`config.mk`:
```
export PLATFORM = sky130hd
export DESIGN_NAME = sudoku_board_overlay
export DESIGN_NICKNAME = d
export VERILOG_FILES = /design/src/rtl/sudoku_board_overlay.sv
export SDC_FILE = /design/constraint.sdc
export NUM_CORES = 1
export LEC_CHECK = 0
export BUFFER_PORTS_ARGS = -buffer_cell sky130_fd_sc_hd__buf_2
export CORE_ASPECT_RATIO = 2
export CORE_MARGIN = 2
export CORE_UTILIZATION = 60
export DETAILED_ROUTE_END_ITERATION = 8
export GPL_TIMING_DRIVEN = 0
export PLACE_DENSITY = 0.77
export SYNTH_ARGS = -nofsm -noshare
export SYNTH_HDL_FRONTEND = slang
export SYNTH_SLANG_ARGS = --single-unit
```
`constraint.sdc`:
```
create_clock -name clk -period 9 [get_ports clk]
set_clock_uncertainty 0.1 [all_clocks]
set_input_delay 0.45 -clock clk [delete_from_list [all_inputs] [get_ports clk]]
set_output_delay 0.45 -clock clk [all_outputs]
set_load 0.05 [all_outputs]
```
`src/rtl/sudoku_board_overlay.sv`:
```
// Sudoku board overlay: draws grid lines, cursor highlight and digit glyphs over the
// background pixel stream, keeping pixel, sync and valid aligned over 3 clock cycles.
module sudoku_board_overlay #(
    parameter int X0   = 104,
    parameter int Y0   = 24,
    parameter int CELL = 48,
    parameter int GX   = 16,
    parameter int GY   = 8
) (
    input  logic        clk,
    input  logic        rst,
    input  logic [9:0]  h_cnt,
    input  logic [9:0]  v_cnt,
    input  logic        valid_in,
    input  logic        hsync_in,
    input  logic        vsync_in,
    input  logic [11:0] bg_pixel,
    input  logic        wr_en,
    input  logic [6:0]  wr_index,
    input  logic [3:0]  wr_digit,
    input  logic        clear,
    input  logic [6:0]  cursor_index,
    output logic [11:0] pixel_out,
    output logic        hsync_out,
    output logic        vsync_out,
    output logic        valid_out
);
    localparam int OW  = $clog2(CELL);
    localparam int OW1 = OW + 1;

    localparam logic [9:0]         X_LO   = 10'(X0);
    localparam logic [9:0]         X_HI   = 10'(X0 + 9 * CELL);
    localparam logic [9:0]         Y_LO   = 10'(Y0);
    localparam logic [9:0]         Y_HI   = 10'(Y0 + 9 * CELL);
    localparam logic [OW-1:0]      O_LAST = OW'(CELL - 1);
    localparam logic [OW-1:0]      O_EDGE = OW'(CELL - 2);
    localparam logic signed [OW:0] GX_S   = OW1'(GX);
    localparam logic signed [OW:0] GY_S   = OW1'(GY);
    localparam logic signed [OW:0] GW_S   = OW1'(16);
    localparam logic signed [OW:0] GH_S   = OW1'(32);

    // Advance a cell/offset tracker by one pixel; the cell index wraps after 8 so a
    // tracker that starts unaligned (e.g. after reset mid-frame) never indexes off the board.
    function automatic logic [OW+3:0] step(input logic [3:0] c, input logic [OW-1:0] o);
        if (o == O_LAST)
            return {((c == 4'd8) ? 4'd0 : c + 4'd1), {OW{1'b0}}};
        return {c, o + OW'(1)};
    endfunction

    // Thick lines at box edges (cells 0,3,6 and the far edge of cell 8), thin elsewhere.
    function automatic logic on_line(input logic [3:0] c, input logic [OW-1:0] o);
        return (o == '0)
            || ((o == OW'(1)) && ((c == 4'd0) || (c == 4'd3) || (c == 4'd6)))
            || ((c == 4'd8) && (o >= O_EDGE));
    endfunction

    // 8x16 digit font, row 0 in the most significant byte; leftmost pixel is bit 7.
    function automatic logic [7:0] glyph_row(input logic [3:0] digit, input logic [3:0] row);
        logic [127:0] g;
        case (digit)
            4'd1:    g = 128'h0000_1838_7818_1818_1818_187E_0000_0000;
            4'd2:    g = 128'h0000_7CC6_060C_1830_60C0_C6FE_0000_0000;
            4'd3:    g = 128'h0000_7CC6_0606_3C06_0606_C67C_0000_0000;
            4'd4:    g = 128'h0000_0C1C_3C6C_CCFE_0C0C_0C1E_0000_0000;
            4'd5:    g = 128'h0000_FEC0_C0C0_FC06_0606_C67C_0000_0000;
            4'd6:    g = 128'h0000_3860_C0C0_FCC6_C6C6_C67C_0000_0000;
            4'd7:    g = 128'h0000_FEC6_0606_0C18_3030_3030_0000_0000;
            4'd8:    g = 128'h0000_7CC6_C6C6_7CC6_C6C6_C67C_0000_0000;
            4'd9:    g = 128'h0000_7CC6_C6C6_7E06_0606_0C78_0000_0000;
            default: g = '0;
        endcase
        return g[{4'd15 - row, 3'b000} +: 8];
    endfunction

    logic [3:0] board [81];

    always_ff @(posedge clk or negedge rst) begin
        if (!rst) begin
            for (int i = 0; i < 81; i++) board[i] <= '0;
        end else if (clear) begin
            for (int i = 0; i < 81; i++) board[i] <= '0;
        end else if (wr_en && (wr_index <= 7'd80) && (wr_digit <= 4'd9)) begin
            board[wr_index] <= wr_digit;
        end
    end

    // Stage 1: cell/offset tracking and board window
    logic          in_h, in_v;
    logic [3:0]    cx_p0, cy_p0;
    logic [OW-1:0] ox_p0, oy_p0;
    logic          in_board_p0, vld_p0, hs_p0, vs_p0;

    assign in_h = (h_cnt >= X_LO) && (h_cnt < X_HI);
    assign in_v = (v_cnt >= Y_LO) && (v_cnt < Y_HI);

    always_ff @(posedge clk or negedge rst) begin
        if (!rst) begin
            cx_p0       <= '0;
            ox_p0       <= '0;
            cy_p0       <= '0;
            oy_p0       <= '0;
            in_board_p0 <= 1'b0;
            vld_p0      <= 1'b0;
            hs_p0       <= 1'b0;
            vs_p0       <= 1'b0;
        end else begin
            if (h_cnt == X_LO) begin
                cx_p0 <= '0;
                ox_p0 <= '0;
            end else if (in_h) begin
                {cx_p0, ox_p0} <= step(cx_p0, ox_p0);
            end
            if (h_cnt == 10'd0) begin
                if (v_cnt == Y_LO) begin
                    cy_p0 <= '0;
                    oy_p0 <= '0;
                end else if (in_v) begin
                    {cy_p0, oy_p0} <= step(cy_p0, oy_p0);
                end
            end
            in_board_p0 <= in_h && in_v;
            vld_p0      <= valid_in;
            hs_p0       <= hsync_in;
            vs_p0       <= vsync_in;
        end
    end

    // Stage 2: board read, glyph coordinates, grid and cursor decode
    logic [6:0]           cell_idx;
    logic signed [OW:0]   gx_off, gy_off;
    logic                 in_glyph;
    logic [3:0]           digit_p1, gr_p1;
    logic [2:0]           gc_p1;
    logic                 glyph_p1, grid_p1, cur_p1;
    logic                 in_board_p1, vld_p1, hs_p1, vs_p1;
    logic [11:0]          bg_p1;

    assign cell_idx = 7'(cy_p0) * 7'd9 + 7'(cx_p0);
    assign gx_off   = $signed({1'b0, ox_p0}) - GX_S;
    assign gy_off   = $signed({1'b0, oy_p0}) - GY_S;
    assign in_glyph = !gx_off[OW] && (gx_off < GW_S) && !gy_off[OW] && (gy_off < GH_S);

    always_ff @(posedge clk or negedge rst) begin
        if (!rst) begin
            digit_p1    <= '0;
            gr_p1       <= '0;
            gc_p1       <= '0;
            glyph_p1    <= 1'b0;
            grid_p1     <= 1'b0;
            cur_p1      <= 1'b0;
            in_board_p1 <= 1'b0;
            vld_p1      <= 1'b0;
            hs_p1       <= 1'b0;
            vs_p1       <= 1'b0;
            bg_p1       <= '0;
        end else begin
            digit_p1    <= board[cell_idx];
            gr_p1       <= gy_off[4:1];
            gc_p1       <= gx_off[3:1];
            glyph_p1    <= in_glyph;
            grid_p1     <= on_line(cx_p0, ox_p0) || on_line(cy_p0, oy_p0);
            cur_p1      <= (cursor_index == cell_idx);
            in_board_p1 <= in_board_p0;
            vld_p1      <= vld_p0;
            hs_p1       <= hs_p0;
            vs_p1       <= vs_p0;
            bg_p1       <= bg_pixel;
        end
    end

    // Stage 3: layer priority and output register
    logic [7:0]  row_bits;
    logic        ink;
    logic [11:0] pix_d;
    logic [11:0] pixel_p2;
    logic        vld_p2, hs_p2, vs_p2;

    always_comb begin
        row_bits = glyph_row(digit_p1, gr_p1);
        ink      = row_bits[3'd7 - gc_p1];
        pix_d    = bg_p1;
        if (!vld_p1)
            pix_d = 12'h000;
        else if (!in_board_p1)
            pix_d = bg_p1;
        else if (grid_p1)
            pix_d = 12'h000;
        else if ((digit_p1 >= 4'd1) && (digit_p1 <= 4'd9) && glyph_p1 && ink)
            pix_d = 12'h00F;
        else if (cur_p1)
            pix_d = 12'hFE8;
    end

    always_ff @(posedge clk or negedge rst) begin
        if (!rst) begin
            pixel_p2 <= '0;
            vld_p2   <= 1'b0;
            hs_p2    <= 1'b0;
            vs_p2    <= 1'b0;
        end else begin
            pixel_p2 <= pix_d;
            vld_p2   <= vld_p1;
            hs_p2    <= hs_p1;
            vs_p2    <= vs_p1;
        end
    end

    assign pixel_out = pixel_p2;
    assign hsync_out = hs_p2;
    assign vsync_out = vs_p2;
    assign valid_out = vld_p2;

endmodule

```
==> metrics.cfg <==
[floorplanning]
die_w_um=136.6
initial_core_util_pct=60.57
pin_count=72
row_count=97
die_h_um=269.2
core_sq_mm=0.03483
dieArea_sq_mm=0.03677

[global_routing]
grt_antenna_before_repair=2
grt_first_pass_wirelength_um=113600
grt_max_degree=114
grt_pass1_vias=19300
grt_use_total_pct=42.17
grt_overflow=0

[drt]
remaining_drc_errors=0
drt_iter0_drc=1853
firstDrtPassIters=6
drt_wl_total_um=75830
vias_per_cell=6.787
vias=18980
ant_nets=0
wl_per_cell_um=27.12

[logic_synthesis]
syn_area_sq_mm=0.02110
synth.avg_cell_area_sq_um=9.586
async_flop_share_pct=100.0
syn_inst=2201
synth-edff-count=0
ys_seq_area_share_pct=46.61
synth.distinct_cells=72
synth_warnings=0
syn-num-nets=2292
synth-main-ff-cell=dfrtp_1
synth-seq-cells=393

[layout]
drive_gt1_share_pct=13.23
multiInputGateArea_sq_mm=0.01019
seqCellArea_sq_mm=0.009834
fin_area_sq_mm=0.02342
area_delta_synth_final_pct=11.01
num-fill-cells=2766
nets=2416

[clock_network]
clkTransAtPathRegs_ns=0.07
cts.path.max_buffers=3
htreeDepth=2
cts_resized=0
clk_latency_ns=0.57
cts_num_sinks=393
cts_made_buffers=37
cts-root-buf=clkbuf_16
cts_tree=built

[hold_path]
hp-class=in -> reg
min_path_cells=3

[timing]
max_freq_mhz=220.1
timing.final.crit_share_pct=50.49
rsz0062_at_grt=no
setup_violations=0
tightest_slew_ns=1.256
hold_viol_final=0
slew_headroom_pct=16.28
fin_tns_setup_ns=0
min_period_ns=4.544
drv_slew=0

[power_and_ir_drop]
ir_drop_v=0.0001966
p_leak_nw=9.478
power_w=0.003961
power.density_mw_per_mm2=169.1

[placed_design]
portBuffers=66
place_hpwl_um=54140
placed_area_sq_mm=0.02208
routabilityCongestion=1.038

[setup_path]
cp-start-kind=flop
crit_required_ns=9.32
critical_path_class=reg -> reg
rrSetupSlack_ns=4.46
r2r_cells=10
cp-end-kind=flop
path_max_fanout=10
worstPathArrival_ns=4.86

[job]
max_cap_viol_count=0

[outcome]
status=finished clean

==> state kept, by name (all words and copies together) (netlist names), 4 cells and up <==
name       flops
board        324
bg_p1         12
pixel_out     12
ox_p0          6
oy_p0          6
cx_p0          4
cy_p0          4
digit_p1       4
gr_p1          4
==> cells in the mapped netlist, types with 7 or more instances <==
cell        n  area, sq um
a21oi_1   337         1687
a31oi_1     8        50.05
and3_1      7        43.79
buf_2      28        140.1
buf_4       7        52.55
buf_6      16        180.2
clkbuf_1  146        548.0
dfrtp_1   393         9834
ha_1       33        412.9
inv_1      33        123.9
mux2i_1    35        350.3
mux4_2    100         2252
nand2_1   381         1430
nand2b_1   18        112.6
nand3_1   179        895.9
nor2_1    101        379.1
nor2_4     14        157.7
nor2b_1     8        50.05
nor3_1     18        90.09
nor3b_1     9        67.56
o211ai_1   13        97.59
o21ai_0   168        840.8
o21ai_1     8        40.04
xnor2_1     8        70.07
xor2_1     10        87.58
==> worst paths after layout <==
| check | from | end |
|---|---|---|
| max | cy_p0[1] | digit_p1[1] |
| min | v_cnt[9] | in_board_p0 |
| max reg2reg | cy_p0[1] | digit_p1[1] |
| min reg2reg | hs_p1 | hsync_out |
| max in group asynchronous | rst | board[218] |
| min in group asynchronous | rst | oy_p0[3] |
==> critical path, stage by stage, from the launching register on <==
cell,delay [ns]
dfrtp_1,0.48
ha_1,0.32
ha_1,0.27
clkbuf_1,0.92
clkbuf_1,0.76
mux4_2,0.47
mux4_2,0.48
nand2_1,0.10
o21ai_0,0.20
nand3b_1,0.17
o221ai_1,0.13
==> routing by layer <==
layer	up-vias	part of all wire (%)	wire length, um	GRT usage (%)
met5	-	0.017	13	0
met4	2	13	9819	42.30
met3	493	8.3	6293	9.099
met2	1193	49	37410	69.16
met1	9236	29	22290	42.26
li1	8053	-	-	-
==> power by group <==
part           internal (W)  switching [W]
Sequential          0.00180      0.0000373
Clock              0.000878       0.000714
Combinational      0.000157       0.000374
Total               0.00284        0.00112
==> placed cells by master (no fill, tap or decap), types with 7 or more instances in the layout <==
cell / n
o21ai_0: 168
nor3_1: 18
mux2i_1: 35
clkbuf_8: 7
nor2b_1: 8
buf_6: 16
nor2_1: 101
dfrtp_1: 393
nand2_1: 381
nor2_4: 14
dlygate4sd3_1: 16
xor2_1: 10
and3_1: 7
nor3b_1: 9
buf_4: 7
o21ai_1: 8
buf_2: 93
ha_1: 33
a21oi_1: 337
o211ai_1: 13
nand2b_1: 18
clkbuf_16: 37
inv_1: 33
xnor2_1: 8
clkbuf_1: 154
mux4_2: 100
nand3_1: 179
a31oi_1: 8
==> final cells by class <==
cell class                 count  area share [%]
clock inverter                12          0.5449
antenna                        1         0.01068
sequential                   393           41.99
multi-input combinational   1574           43.50
clock buffer                  52           4.493
tap                          445           2.377
buffer                       201           4.066
timing repair buffer          85           2.490
inverter                      33          0.5289
==> kinds of logic after synthesis <==
logic type / count (synthesis) / share of synthesized area [%]
buffers and inverters: 234 / 5.100
xor gates and xnor gates: 19 / 0.8244
DFF: 393 / 46.61
muxes: 135 / 12.34
adders and majority gates: 34 / 2.052
and+or+nand+nor: 788 / 17.65
AOI/OAI and AO/OA: 598 / 15.43
==> repair_timing <==
action / in CTS / in global routing
setup buffers: 0 / 0
endpoints found under the hold margin: 116 / 0
hold buffers: 16 / 0
==> stage by stage <==
step	setup slack, ns	hold WS (ns)	instances	utilization [%]
final	4.456	0.1745	2796	67.24
after global placement	-0.09454	0.2322	2712	63.12
after detailed placement	4.707	0.2347	2715	63.38
after global routing	4.497	0.1896	2795	67.23
after floorplan	5.798	0.05441	2201	-
after CTS	4.702	0.1752	2795	67.23
Power figures use the tool's default switching activity.
